File: src/rtl/sv32_page_walker.sv
// Sv32 hardware page-table walker: two-level walk over ArmleoBus single-word reads.
// Result and fault outputs are combinational and valid only in the resolve_done cycle.
module sv32_page_walker (
    input  logic        clk,
    input  logic        rst_n,

    input  logic        resolve_request,
    input  logic [19:0] virtual_address,
    output logic        resolve_ack,
    output logic        resolve_done,
    output logic        resolve_pagefault,
    output logic        resolve_accessfault,
    output logic [7:0]  resolve_access_bits,
    output logic [21:0] resolve_physical_address,

    input  logic        satp_mode,
    input  logic [21:0] satp_ppn,

    output logic        m_transaction,
    output logic [2:0]  m_cmd,
    output logic [33:0] m_address,
    input  logic [2:0]  m_transaction_response,
    input  logic        m_transaction_done,
    input  logic [31:0] m_rdata
);

    localparam int unsigned VPN_W  = 20;
    localparam int unsigned VPNI_W = 10;
    localparam int unsigned PPN_W  = 22;

    localparam logic [2:0] CMD_NONE   = 3'd0;
    localparam logic [2:0] CMD_READ   = 3'd1;
    localparam logic [2:0] RESP_OKAY  = 3'd0;

    typedef enum logic {
        IDLE = 1'b0,
        WALK = 1'b1
    } state_t;

    state_t              r_state;
    state_t              w_state_nxt;
    logic [VPN_W-1:0]    r_vpn;
    logic [PPN_W-1:0]    r_table_ppn;
    logic                r_level;

    logic                w_accept;
    logic                w_descend;
    logic [VPNI_W-1:0]   w_vpn_sel;

    logic                w_pte_v;
    logic                w_pte_r;
    logic                w_pte_w;
    logic                w_pte_x;
    logic                w_pte_invalid;
    logic                w_pte_leaf;
    logic                w_pte_misaligned;
    logic                w_unused_rsw;

    // PTE field decode of the word currently on the read bus
    assign w_pte_v          = m_rdata[0];
    assign w_pte_r          = m_rdata[1];
    assign w_pte_w          = m_rdata[2];
    assign w_pte_x          = m_rdata[3];
    assign w_pte_invalid    = !w_pte_v || (w_pte_w && !w_pte_r);
    assign w_pte_leaf       = w_pte_r || w_pte_x;
    assign w_pte_misaligned = (m_rdata[19:10] != 10'd0);
    assign w_unused_rsw     = ^m_rdata[9:8];

    assign w_vpn_sel = r_level ? r_vpn[19:10] : r_vpn[9:0];

    always_ff @(posedge clk) begin
        if (!rst_n) begin
            r_state     <= IDLE;
            r_vpn       <= '0;
            r_table_ppn <= '0;
            r_level     <= 1'b0;
        end else begin
            r_state <= w_state_nxt;
            if (w_accept) begin
                r_vpn       <= virtual_address;
                r_table_ppn <= satp_ppn;
                r_level     <= 1'b1;
            end else if (w_descend) begin
                r_table_ppn <= m_rdata[31:10];
                r_level     <= 1'b0;
            end
        end
    end

    // Everything is gated by rst_n so a reset mid-walk drops the bus at once
    always_comb begin
        w_state_nxt              = r_state;
        w_accept                 = 1'b0;
        w_descend                = 1'b0;
        resolve_ack              = 1'b0;
        resolve_done             = 1'b0;
        resolve_pagefault        = 1'b0;
        resolve_accessfault      = 1'b0;
        resolve_access_bits      = 8'h00;
        resolve_physical_address = '0;
        m_transaction            = 1'b0;
        m_cmd                    = CMD_NONE;
        m_address                = '0;

        case (r_state)
            IDLE: begin
                if (rst_n && resolve_request) begin
                    resolve_ack = 1'b1;
                    if (satp_mode) begin
                        w_accept    = 1'b1;
                        w_state_nxt = WALK;
                    end else begin
                        resolve_done             = 1'b1;
                        resolve_access_bits      = 8'hFF;
                        resolve_physical_address = {2'b00, virtual_address};
                    end
                end
            end
            WALK: begin
                if (rst_n) begin
                    m_transaction = 1'b1;
                    m_cmd         = CMD_READ;
                    m_address     = {r_table_ppn, w_vpn_sel, 2'b00};
                    if (m_transaction_done) begin
                        w_state_nxt = IDLE;
                        if (m_transaction_response != RESP_OKAY) begin
                            resolve_done        = 1'b1;
                            resolve_accessfault = 1'b1;
                        end else if (w_pte_invalid) begin
                            resolve_done      = 1'b1;
                            resolve_pagefault = 1'b1;
                        end else if (w_pte_leaf) begin
                            resolve_done = 1'b1;
                            if (r_level && w_pte_misaligned) begin
                                resolve_pagefault = 1'b1;
                            end else begin
                                resolve_access_bits      = m_rdata[7:0];
                                resolve_physical_address = r_level ? {m_rdata[31:20], r_vpn[9:0]}
                                                                   : m_rdata[31:10];
                            end
                        end else if (!r_level) begin
                            resolve_done      = 1'b1;
                            resolve_pagefault = 1'b1;
                        end else begin
                            w_descend   = 1'b1;
                            w_state_nxt = WALK;
                        end
                    end
                end
            end
            default: w_state_nxt = IDLE;
        endcase
    end

endmodule

File: config.mk
export PLATFORM = sky130hd
export DESIGN_NAME = sv32_page_walker
export DESIGN_NICKNAME = d
export VERILOG_FILES = /design/src/rtl/sv32_page_walker.sv
export SDC_FILE = /design/constraint.sdc
export NUM_CORES = 1
export LEC_CHECK = 0
export BUFFER_PORTS_ARGS = -buffer_cell sky130_fd_sc_hd__buf_4
export CELL_PAD_IN_SITES_DETAIL_PLACEMENT = 0
export CELL_PAD_IN_SITES_GLOBAL_PLACEMENT = 1
export CORE_MARGIN = 1
export CORE_UTILIZATION = 33
export DETAILED_ROUTE_END_ITERATION = 10
export GPL_TIMING_DRIVEN = 0
export PLACE_DENSITY = 0.87
export SYNTH_ARGS = -nofsm -noshare
export SYNTH_HDL_FRONTEND = slang
export SYNTH_SLANG_ARGS = --single-unit
export TNS_END_PERCENT = 50
File: constraint.sdc
create_clock -name clk -period 6.95 [get_ports clk]
set_clock_uncertainty 0.1 [all_clocks]
set_input_delay 1.0425 -clock clk [delete_from_list [all_inputs] [get_ports clk]]
set_output_delay 1.0425 -clock clk [all_outputs]
set_load 0.01 [all_outputs]
==> results of run 1 <==
## worst max path at each step
stage,startpoint,end,slack [ns],cells past startpoint
finish,m_rdata[13],resolve_physical_address[1],2.55,7
global route,m_rdata[13],resolve_physical_address[1],2.45,7
CTS,m_rdata[13],resolve_physical_address[2],2.63,7
detailed placement,m_rdata[13],resolve_physical_address[2],2.64,7
global placement,m_rdata[13],resolve_physical_address[1],2.62,7
floorplan,m_rdata[13],resolve_physical_address[0],3.16,5
## critical path, delay by kind of cell
kind            cells  cell delay, ns
compound gates      2            0.92
buf+inv             3            0.55
simple gates        2            0.75
## layout by cell type, fill, tap and decap left out, types with 3 or more instances in the layout
master / netlist / routed
sky130_fd_sc_hd__buf_4: 5 / 152
sky130_fd_sc_hd__nand2_1: 74 / 74
sky130_fd_sc_hd__dfxtp_1: 44 / 44
sky130_fd_sc_hd__mux2i_1: 42 / 42
sky130_fd_sc_hd__clkbuf_1: 25 / 25
sky130_fd_sc_hd__nand2b_1: 25 / 25
sky130_fd_sc_hd__and3_1: 23 / 23
sky130_fd_sc_hd__o211ai_1: 23 / 23
sky130_fd_sc_hd__a21boi_0: 20 / 20
sky130_fd_sc_hd__nor2_1: 13 / 13
sky130_fd_sc_hd__o21ai_0: 13 / 13
sky130_fd_sc_hd__a21o_1: 5 / 5
sky130_fd_sc_hd__a22o_2: 5 / 5
sky130_fd_sc_hd__a22o_1: 5 / 5
sky130_fd_sc_hd__clkbuf_8: 0 / 5
sky130_fd_sc_hd__conb_1: 1 / 4
sky130_fd_sc_hd__buf_1: 3 / 3
sky130_fd_sc_hd__nor3_1: 3 / 3
sky130_fd_sc_hd__nand3_1: 3 / 3
sky130_fd_sc_hd__and2_1: 3 / 3
## registers in the layout, indices dropped and copies added (netlist names)
register     cells
r_vpn           20
r_table_ppn     22
r_level          1
r_state          1
## per-layer routing
metal	vias up	wire (um)
li1	1559	-
met1	1450	4400
met2	106	4930
met3	13	564
met4	0	157
met5	-	0
## per-stage QoR
| stage | hold WS, ns | total power, mW |
|---|---|---|
| final | 0.354 | 0.631 |
| after detailed placement | 0.345 | 0.403 |
| after global routing | 0.380 | 0.656 |
| after floorplan | 0.330 | 0.333 |
| after global placement | 0.337 | 0.401 |
| after CTS | 0.357 | 0.634 |
## cells by family (layout without fill, tap and decap cells)
logic type	Yosys count	in the layout	share of synthesized area, %
buffers and inverters	38	192	6.13
and+or+nand+nor	154	154	26.9
other	1	4	0.133
muxes	42	42	14.9
AOI/OAI and AO/OA	79	79	20.6
DFF	44	44	31.3
## final cells by class
class	instances	share of cell area (%)
Buffer	37	4.03
Clock buffer	5	1.64
Clock inverter	2	1.43
Inverter	1	0.0896
Multi-Input combinational cell	279	42.3
Sequential cell	44	21.0
Tap cell	105	3.13
Timing Repair Buffer	147	26.3
## power breakdown
part | total [mW] | switching (mW) | internal, mW
clock | 0.233 | 0.0918 | 0.142
sequential | 0.267 | 0.00548 | 0.261
combinational | 0.131 | 0.0645 | 0.0668
total | 0.631 | 0.162 | 0.470
==> impl_summary.txt, run 1 <==
----------------------------------------------------
[Min path]
  Cells on Worst Hold Path ... 2
  Type of the most critical hold path ... flop to flop
  Hold Path Sink ... r_table_ppn[1]
  Hold Crit Start ... r_table_ppn[1]

[Die]
  Total core area ... 8260 sq um
  Die height ... 94.4 um
  Starting Density ... 34.1%
  Site Rows ... 33
  Overall die width ... 94.4 um
  Area of the die ... between 8000 and 9000 sq um
  # IOs ... between 150 and 200

[Timing]
  Final Hold Viols ... 0
  RSZ-0062 raised after global routing ... false
  Post-layout min period ... between 4 and 5 ns
  Setup-violating endpoint count in the final report ... 0
  Maximum clock rate ... 227 MHz
  Part of the cycle the worst path needs ... 63.3%
  Sum of negative setup slack ... 0 ns
  Slack of the critical path ... 2.55 ns
  Max-slew headroom ... 49.6%
  Max-slew violation count ... 0
  Actual slew at the worst max-slew pin ... around 0.76 ns

[Power]
  Maximum vdd drop ... roughly 0.083 mV
  Power density over cell area ... 151 nW/um^2
  Reported leakage power ... approximately 1.9 nW

[Yosys]
  Area share of the largest cell type after synthesis ... between 30% and 40%
  Post-Syn Instances ... about 360
  Most area-consuming cells after synthesis ... sky130_fd_sc_hd__dfxtp_1 (31%), sky130_fd_sc_hd__mux2i_1 (15%), sky130_fd_sc_hd__nand2_1 (9.9%)
  Async set-reset flop share out of synthesis ... 0%
  Cell taking the most area after synthesis ... sky130_fd_sc_hd__dfxtp_1
  Mean cell area of the mapped netlist ... roughly 8 sq um
  YS warnings ... 0
  Post-synth EDFFs ... 0
  Count of state elements after synthesis ... 44
  Most numerous cell in the Yosys netlist ... sky130_fd_sc_hd__nand2_1
  Most used flip-flop cell after synthesis ... sky130_fd_sc_hd__dfxtp_1
  Number of unique standard cell types used by synthesis ... 39
  Post-synthesis instance area ... ~2800 sq um
  Sequential share of the synthesized area ... a little under a third
  Top cell types by occurrence after synthesis ... sky130_fd_sc_hd__nand2_1 (74), sky130_fd_sc_hd__dfxtp_1 (44), sky130_fd_sc_hd__mux2i_1 (42), sky130_fd_sc_hd__clkbuf_1 (25), sky130_fd_sc_hd__nand2b_1 (25)

[Global route]
  Antenna violations before repair ... 0
  GR peak layer ... met2
  Grt met3 use ... under 10%
  Fraction of met2 tracks used by global routing ... 38.9%
  Overflow left after global routing ... 0
  Global-route wire length before repair ... about 15 mm
  Largest net degree at the start of global routing ... 14
  Met1 track utilization from global routing ... between 20% and 30%
  Gr usage total ... ~22%
  Vias in the first global route ... about 3000

[CTS]
  Post-CTS setup buffer count ... 0
  Clock tree root driver cell ... sky130_fd_sc_hd__clkbuf_8
  TritonCTS clock tree ... done
  Number of buffers between clock root and the deepest sink ... 2
  Number of hold buffers added after cts ... 0
  Total of cells resized after clock tree synthesis ... 0
  Number of sinks on the clock net ... 44
  Reg clk slew, reported paths ... ~0.090 ns
  Number of buffers created by CTS ... 5
  Maximum level of the CTS H-tree ... 2
  Clock Latency Late Sink ... approximately 0.30 ns

[Routing]
  Antenna Violating Nets Remaining ... 0
  Detailed Routing Iterations Pass 1 ... 5
  Routed wire length per instance ... around 16 um
  Via count ... 3128
  Initial detailed-routing violation count ... approximately 130
  DRC Markers ... 0
  Total wire length after detailed routing ... around 10 mm
  Per-cell via count in the routed design ... slightly above 5

[Worst setup path]
  Internal reg-to-reg setup slack ... around 4.8 ns
  Reg-to-reg critical path endpoint ... r_table_ppn[16]
  Critical path's most frequent cell ... sky130_fd_sc_hd__buf_4
  Cell count of the worst reg-to-reg path ... 5
  Cell chain of the critical path ... buf_4 > or4_1 > o41ai_1 > nand3_1 > clkbuf_2 > o21ai_0 > buf_4
  Signal arrival time at the worst endpoint ... 3.26 ns
  Largest driver fanout on the critical path ... 10
  Crit end category ... output pin
  Critical path class ... primary input to output pin
  Worst setup SP type ... primary input
  CP max stage cell ... sky130_fd_sc_hd__o41ai_1
  Slowest Stage Delay on Critical Path ... about 0.6 ns
  Worst reg2reg path startpoint ... r_state
  Data required time at the worst endpoint ... between 5 and 6 ns

[Placement]
  HPWL after detailed placement ... approximately 8.0 mm
  Cell area after placement ... a little over 4000 sq um
  Number of placed cells counting well taps ... 613
  Port Buffers ... around 150
  Routability congestion estimate from global placement ... just under 0.9
  Placement Setup Slack ... about 2.6 ns

[Final layout]
  Multi-input gate area in the final layout ... around 1800 sq um
  Footprint of the flip-flops and latches ... about 880 sq um
  Fraction of layout instances using a drive strength above 1 ... 33.2%
  Filler cells ... around 860
  Utilization after layout ... between 50% and 60%
  Relative area change from synthesis to final layout ... 48.8%
  Antenna diode instance count ... 0
  Cell area after layout ... roughly 4200 sq um
  Non-filler instance count after layout ... just over 600
  Net count, final ... between 500 and 600

[Flow run]
  Max_cap viols ... 0

[Status]
  Run status ... finished, final reports clean

----------------------------------------------------
No activity file was read; power rests on OpenSTA's default activity.
==> run 2: changes to the inputs <==
ABC_AREA = 1   (was not set)
CORE_UTILIZATION = 26   (was 33)
PLACE_DENSITY = 0.78   (was 0.87)
clock period = 3.82 ns   (was 6.95 ns; I/O delays follow)
==> run 2 against run 1 <==
Effect of this change: synthesized area up 6.1%; setup slack worse by 1.5 ns; sequential share of layout area down 1.1 points; first-iteration DRC count increased by 15%; core utilization fell by 11 points; largest cell class unchanged; die area grew 34%.
==> impl_summary.txt, run 2 <==
----------------------------------------------------
[Timing]
  Sum of negative setup slack ... 0 ns (unchanged)
  Maximum clock rate ... ~370 MHz
  Max-slew violation count ... 0 (unchanged)
  Final Hold Viols ... 0 (unchanged)
  Part of the cycle the worst path needs ... between 70% and 80%
  Setup-violating endpoint count in the final report ... 0 (unchanged)
  Post-layout min period ... ~2.7 ns
  RSZ-0062 raised after global routing ... false
  Actual slew at the worst max-slew pin ... 0.514 ns (-0.241 ns)
  Final hold slack ... 0.392 ns (+0.0377 ns)
  Max-slew headroom ... 65.7% (+16 points)

[Worst setup path]
  Worst reg2reg path startpoint ... r_state
  Worst setup SP type ... primary input
  Largest driver fanout on the critical path ... 10 (unchanged)
  Internal reg-to-reg setup slack ... 2.10 ns (-2.70 ns)
  Signal arrival time at the worst endpoint ... 2.06 ns (-1.20 ns)
  Reg-to-reg critical path endpoint ... r_table_ppn[12]
  Crit end category ... output pin
  Critical path class ... primary input to output pin
  Cell count of the worst reg-to-reg path ... 8 (+3)
  Data required time at the worst endpoint ... 3.15 ns (-2.66 ns)

[Yosys]
  Top cell types by occurrence after synthesis ... sky130_fd_sc_hd__nand2_1 (144), sky130_fd_sc_hd__nor2_1 (126), sky130_fd_sc_hd__dfxtp_1 (44), sky130_fd_sc_hd__nand3_1 (38), sky130_fd_sc_hd__inv_1 (36)
  Post-synthesis instance area ... 2990 sq um (+6.1%)
  Cell taking the most area after synthesis ... sky130_fd_sc_hd__dfxtp_1
  Sequential share of the synthesized area ... 29.5% (-1.8 points)
  Most area-consuming cells after synthesis ... sky130_fd_sc_hd__dfxtp_1 (29%), sky130_fd_sc_hd__nand2_1 (18%), sky130_fd_sc_hd__nor2_1 (16%)
  Most numerous cell in the Yosys netlist ... sky130_fd_sc_hd__nand2_1
  Area share of the largest cell type after synthesis ... 29.5% (-1.8 points)
  Post-Syn Instances ... 527 (+47%)
  YS warnings ... 0 (unchanged)
  Mean cell area of the mapped netlist ... 5.67 sq um (-28%)
  Most used flip-flop cell after synthesis ... sky130_fd_sc_hd__dfxtp_1
  Async set-reset flop share out of synthesis ... 0% (unchanged)
  Post-synth EDFFs ... 0 (unchanged)
  Count of state elements after synthesis ... 44 (unchanged)
  Number of unique standard cell types used by synthesis ... 27 (-31%)

[CTS]
  Number of hold buffers added after cts ... 0 (unchanged)
  Maximum level of the CTS H-tree ... 2 (unchanged)
  TritonCTS clock tree ... done
  Clock Latency Late Sink ... 0.28 ns (-0.02 ns)
  Number of buffers between clock root and the deepest sink ... 2 (unchanged)
  Total of cells resized after clock tree synthesis ... 0 (unchanged)
  Clock tree root driver cell ... sky130_fd_sc_hd__clkbuf_16
  Reg clk slew, reported paths ... 0.06 ns (-0.03 ns)
  Post-CTS setup buffer count ... 0 (unchanged)
  Number of sinks on the clock net ... 44 (unchanged)
  Number of buffers created by CTS ... 5 (unchanged)

[Die]
  Total core area ... 11000 sq um (+34%)
  Die height ... 109 um (+16%)
  # IOs ... 154 (unchanged)
  Starting Density ... 27.1% (-7.0 points)
  Area of the die ... 11900 sq um (+34%)
  Overall die width ... 109 um (+16%)
  Site Rows ... 38 (+15%)

[Power]
  Sw Ratio ... 27.2% (+1.6 points)
  Power density over cell area ... 271 nW/um^2 (+80%)
  Reported leakage power ... 2.34 nW (+24%)
  Internal Power ... 0.870 mW (+85%)
  Sequential power share ... 41.4% (-0.8 points)
  Clock network power share ... 35.6% (-1.4 points)
  Switching power ... 0.326 mW (+100%)
  Maximum vdd drop ... 0.159 mV (+91%)
  Part of the total power dissipated in combinational logic ... 23.0% (+2.2 points)

[Flow run]
  Max_cap viols ... 0 (unchanged)

[Min path]
  Type of the most critical hold path ... flop to flop
  Hold Path Sink ... r_vpn[13]
  Cells on Worst Hold Path ... 2 (unchanged)
  Hold Crit Start ... r_vpn[13]

[Routing]
  Routed wire length per instance ... 13.7 um (-15%)
  Per-cell via count in the routed design ... 4.46 (-12%)
  Detailed Routing Iterations Pass 1 ... 4 (-1)
  Via count ... 3676 (+18%)
  Total wire length after detailed routing ... 11.3 mm (+13%)
  Initial detailed-routing violation count ... 144 (+15%)
  DRC Markers ... 0 (unchanged)
  Antenna Violating Nets Remaining ... 0 (unchanged)

[Final layout]
  Utilization after layout ... 40.0% (-11 points)
  Filler cells ... 1265 (+47%)
  Relative area change from synthesis to final layout ... 47.8%
  Register bank with the most flops ... r_table_ppn
  Commonest cells after routing, fill and taps aside ... sky130_fd_sc_hd__buf_4 (158), sky130_fd_sc_hd__nand2_1 (144), sky130_fd_sc_hd__nor2_1 (126)
  Antenna diode instance count ... 0 (unchanged)
  Largest registers ranked by flip-flop count ... r_table_ppn (22), r_vpn (20)
  Most common library cell in the layout ignoring fill and taps ... sky130_fd_sc_hd__buf_4
  Max reg flops ... 22 (unchanged)
  Non-filler instance count after layout ... 824 (+33%)
  Net count, final ... 765 (+28%)
  Fraction of layout instances using a drive strength above 1 ... 27.8% (-5.4 points)
  Cell area after layout ... 4420 sq um (+5.4%)

[Global route]
  Vias in the first global route ... 3548 (+18%)
  Largest net degree at the start of global routing ... 13 (-1)
  Antenna violations before repair ... 0 (unchanged)
  Overflow left after global routing ... 0 (unchanged)
  Global-route wire length before repair ... 17.4 mm (+14%)
  Gr usage total ... 18.9% (-3.5 points)

[Placement]
  HPWL after detailed placement ... 9.36 mm (+17%)
  Port Buffers ... 146 (-0.68%)
  Cell area after placement ... 4270 sq um (+5.1%)
  Routability congestion estimate from global placement ... 0.852 (-2.6%)
  Number of placed cells counting well taps ... 816 (+33%)

[Status]
  Run status ... finished, final reports clean

----------------------------------------------------
run 2: how the worst max path moves through the flow:
stage	from	end	slack [ns]
2_1_floorplan	rst_n	resolve_access_bits[3]	1.53
3_3_place_gp	rst_n	resolve_physical_address[21]	1.13
3_5_place_dp	rst_n	resolve_physical_address[21]	1.11
4_1_cts	rst_n	resolve_physical_address[21]	1.11
5_1_grt	rst_n	resolve_physical_address[21]	0.92
6_report	rst_n	resolve_physical_address[21]	1.09
run 2: power by group through the flow:
| stage | logic [mW] | registers (mW) | clock network (mW) |
|---|---|---|---|
| 6_report | 0.276 | 0.495 | 0.426 |
| 5_1_grt | 0.310 | 0.497 | 0.453 |
| 4_1_cts | 0.277 | 0.495 | 0.436 |
| 3_5_place_dp | 0.276 | 0.505 | 0 |
| 3_3_place_gp | 0.275 | 0.504 | 0 |
| 2_1_floorplan | 0.145 | 0.501 | 0 |
run 2: critical path, stage by stage:
cell and delay, ns:
sky130_fd_sc_hd__buf_4 0.16, sky130_fd_sc_hd__nand2_2 0.15, sky130_fd_sc_hd__clkinv_2 0.11, sky130_fd_sc_hd__nand2_2 0.08, sky130_fd_sc_hd__inv_2 0.07, sky130_fd_sc_hd__nand2_2 0.07
sky130_fd_sc_hd__nor2_2 0.13, sky130_fd_sc_hd__nand2_1 0.14, sky130_fd_sc_hd__buf_4 0.22, sky130_fd_sc_hd__nor2_1 0.19, sky130_fd_sc_hd__buf_4 0.16
run 2: per-stage QoR:
stage               setup WS, ns  total power [mW]
finish                      1.09              1.20
global route               0.925              1.26
CTS                         1.11              1.21
detailed placement          1.11             0.781
global placement            1.13             0.779
floorplan                   1.53             0.646
run 2: cells by family after synthesis:
| family | after synthesis | share of synthesized area (%) |
|---|---|---|
| buffers and inverters | 80 | 12.8 |
| AOI/OAI and AO/OA | 70 | 11.8 |
| DFF | 44 | 29.5 |
| and+or+nand+nor | 332 | 45.8 |
| other | 1 | 0.126 |
run 2: area by class of cell:
cell class                 instances  area [sq um]  share of cell area [%]
buffer                            40           230                    5.21
clock buffer                       8           146                    3.31
multi-input combinational        406          1740                    39.3
timing repair buffer             146          1100                    24.8
sequential                        44           881                    19.9
tap                              140           175                    3.97
inverter                          40           151                    3.43
run 2: per-layer routing:
| layer | up-vias | global-route usage [%] | part of all wire, % |
|---|---|---|---|
| met5 | - | 0 | 0 |
| met4 | 0 | 3.05 | 0.57 |
| met3 | 7 | 2.99 | 5.9 |
| met2 | 104 | 32.7 | 49 |
| met1 | 1619 | 25.0 | 45 |
| li1 | 1946 | - | - |
==> run 3: changes to the inputs <==
CORE_UTILIZATION = 29   (was 26)
PLACE_DENSITY = 0.82   (was 0.78)
clock period = 2.8 ns   (was 3.82 ns; I/O delays follow)
==> run 3 against run 2 <==
Effect of this change: non-clock buffer count did not move; register-to-register slack got worse by 0.95 ns; critical path type is now flop to output pin; routed wire length rose by 1.3%; critical path depth fell by 1; combinational power rose by 38%; first-iteration DRC count rose by 25%; via count rose by 1.9%; die area fell by 10%; clock-buffer cell count fell by 1; flip-flop and latch count did not move; final cell count fell by 0.85%; setup slack got worse by 0.75 ns.
==> impl_summary.txt, run 3 (synthesized netlist as in run 2, its figures left out) <==
----------------------------------------------------
[Status]
  Run status ... finished, final reports clean

[CTS]
  Number of buffers created by CTS ... 5 (unchanged)
  Number of sinks on the clock net ... 44 (unchanged)
  Maximum level of the CTS H-tree ... 2 (unchanged)
  Number of buffers between clock root and the deepest sink ... 2 (unchanged)
  Clock Latency Late Sink ... 0.30 ns (+0.02 ns)
  Total of cells resized after clock tree synthesis ... 0 (unchanged)
  Clock tree root driver cell ... sky130_fd_sc_hd__clkbuf_8
  Post-CTS setup buffer count ... 0 (unchanged)
  Number of hold buffers added after cts ... 0 (unchanged)
  Reg clk slew, reported paths ... 0.09 ns (+0.03 ns)
  TritonCTS clock tree ... done

[Global route]
  Antenna violations before repair ... 0 (unchanged)
  Global-route wire length before repair ... 18.2 mm (+4.7%)
  Vias in the first global route ... 3484 (-1.8%)
  Gr usage total ... 21.3% (+2.4 points)
  Largest net degree at the start of global routing ... 14 (+1)
  Overflow left after global routing ... 0 (unchanged)

[Placement]
  HPWL after detailed placement ... 9.32 mm (-0.45%)
  Routability congestion estimate from global placement ... 0.859 (+0.79%)
  Port Buffers ... 146 (unchanged)

[Power]
  Maximum vdd drop ... 0.222 mV (+40%)
  Part of the total power dissipated in combinational logic ... 23.9% (+0.9 points)
  Total power consumption of the routed design ... 1.60 mW (+34%)
  Sw Ratio ... 28.3% (+1.0 points)
  Clock network power share ... 34.0% (-1.6 points)
  Power density over cell area ... 364 nW/um^2 (+34%)
  Sequential power share ... 42.1% (+0.7 points)
  Internal Power ... 1.15 mW (+32%)
  Switching power ... 0.451 mW (+39%)
  Reported leakage power ... 2.33 nW (-0.29%)

[Timing]
  Max-slew violation count ... 0 (unchanged)
  Sum of negative setup slack ... 0 ns (unchanged)
  Maximum clock rate ... 406 MHz
  Actual slew at the worst max-slew pin ... 0.523 ns (+0.00909 ns)
  Final Hold Viols ... 0 (unchanged)
  Part of the cycle the worst path needs ... roughly 88%
  Post-layout min period ... 2.46 ns
  Max-slew headroom ... 65.1% (-0.61 points)
  RSZ-0062 raised after global routing ... false
  Setup-violating endpoint count in the final report ... 0 (unchanged)

[Worst setup path]
  Depth of the critical timing path with buffers and inverters included ... 10 (-1)
  Data required time at the worst endpoint ... 2.28 ns (-0.87 ns)
  Bufs and invs on worst path ... 4 (-1)
  Critical path class ... flop to output pin
  Critical path's most frequent cell ... sky130_fd_sc_hd__nand2_2
  Worst setup SP type ... flop
  Crit end category ... output pin
  Cell family with the largest share of critical-path delay ... simple AND/OR/NAND/NOR gates
  Cell count of the worst reg-to-reg path ... 8 (unchanged)
  CP max stage cell ... sky130_fd_sc_hd__dfxtp_1
  Cell chain of the critical path ... nand2_2 > clkinv_2 > nand2_2 > inv_2 > nand2_2 > nor2_2 > nand2_1 > buf_4 > o21ai_1 > buf_4
  Signal arrival time at the worst endpoint ... 1.94 ns (-0.12 ns)
  Slowest Stage Delay on Critical Path ... 0.39 ns (+0.17 ns)
  Largest driver fanout on the critical path ... 10 (unchanged)

[Die]
  Overall die width ... 104 um (-5.2%)
  Area of the die ... 10700 sq um (-10%)
  Site Rows ... 36 (-5.3%)
  Die height ... 104 um (-5.2%)
  Starting Density ... 30.3% (+3.2 points)
  # IOs ... 154 (unchanged)
  Total core area ... 9860 sq um (-11%)

[Routing]
  Per-cell via count in the routed design ... 4.59 (+2.8%)
  Initial detailed-routing violation count ... 180 (+25%)
  Via count ... 3747 (+1.9%)
  DRC Markers ... 0 (unchanged)
  Antenna Violating Nets Remaining ... 0 (unchanged)
  Detailed Routing Iterations Pass 1 ... 4 (unchanged)
  Total wire length after detailed routing ... 11.5 mm (+1.3%)
  Routed wire length per instance ... 14.0 um (+2.2%)

[Final layout]
  Register bank with the most flops ... r_table_ppn
  Footprint of the flip-flops and latches ... 881 sq um (unchanged)
  Max reg flops ... 22 (unchanged)
  Commonest cells after routing, fill and taps aside ... sky130_fd_sc_hd__buf_4 (158), sky130_fd_sc_hd__nand2_1 (144), sky130_fd_sc_hd__nor2_1 (126)
  Largest registers ranked by flip-flop count ... r_table_ppn (22), r_vpn (20)
  Filler cells ... 1082 (-14%)
  Antenna diode instance count ... 0 (unchanged)
  Most common library cell in the layout ignoring fill and taps ... sky130_fd_sc_hd__buf_4
  Relative area change from synthesis to final layout ... 46.9%
  Multi-input gate area in the final layout ... 1740 sq um (unchanged)
  Fraction of layout instances using a drive strength above 1 ... 28.1% (+0.29 points)
  Net count, final ... 765 (unchanged)

[Flow run]
  Max_cap viols ... 0 (unchanged)

[Min path]
  Cells on Worst Hold Path ... 3 (+1)
  Type of the most critical hold path ... primary input to flop

----------------------------------------------------
[run 3: cell types whose count changed in the layout (fill, tap and decap cells not counted), sizes merged]
cell | before | now
bufinv | 0 | 1
clkbuf | 21 | 20
[run 3: metal layers]
metal | share of wire, % | vias to the layer above | GRT usage [%]
met5 | 0 | - | 0
met4 | 1.4 | 0 | 5.18
met3 | 7.4 | 11 | 4.28
met2 | 46 | 121 | 34.3
met1 | 45 | 1667 | 29.0
li1 | - | 1948 | -
[run 3: worst reg2reg max path: stages, from the launching register on]
cell	delay [ns]
sky130_fd_sc_hd__dfxtp_1	0.39
sky130_fd_sc_hd__nand2_2	0.15
sky130_fd_sc_hd__clkinv_2	0.11
sky130_fd_sc_hd__nand2_2	0.08
sky130_fd_sc_hd__nor2_2	0.14
sky130_fd_sc_hd__nand3_4	0.15
sky130_fd_sc_hd__buf_4	0.22
sky130_fd_sc_hd__a21oi_1	0.16
sky130_fd_sc_hd__nor2_1	0.06
[run 3: final timing paths]
check | slack (ns) | start | to
min | 0.29 | virtual_address[8] | r_vpn[8]
max reg2reg | 1.15 | r_state | r_table_ppn[6]
min reg2reg | 0.40 | r_vpn[14] | r_vpn[14]
max | 0.34 | r_state | resolve_physical_address[9]
[run 3: area by class of cell]
cell class / instances / share of cell area [%]
Multi-Input combinational cell: 406 / 39.6
Clock inverter: 1 / 0.684
Clock buffer: 7 / 2.20
Sequential cell: 44 / 20.1
Inverter: 40 / 3.45
Buffer: 40 / 5.25
Timing Repair Buffer: 146 / 25.0
Tap cell: 133 / 3.79
[run 3: stage by stage]
step           std cells  setup slack, ns  cell area, sq um  hold slack [ns]  util (%)
2_1_floorplan        530            0.819              3000            0.356         -
3_3_place_gp         809            0.464              4260            0.364      43.2
3_5_place_dp         809            0.450              4260            0.372      43.2
4_1_cts              817            0.302              4390            0.277      44.5
5_1_grt              817            0.155              4390            0.292      44.5
6_report             817            0.338              4390            0.287      44.5
[run 3: power groups by stage]
stage	clock (mW)	combinational [mW]	sequential, mW
global route	0.583	0.426	0.676
CTS	0.558	0.384	0.672
detailed placement	0	0.382	0.687
floorplan	0	0.198	0.684
global placement	0	0.380	0.686
finish	0.543	0.382	0.672
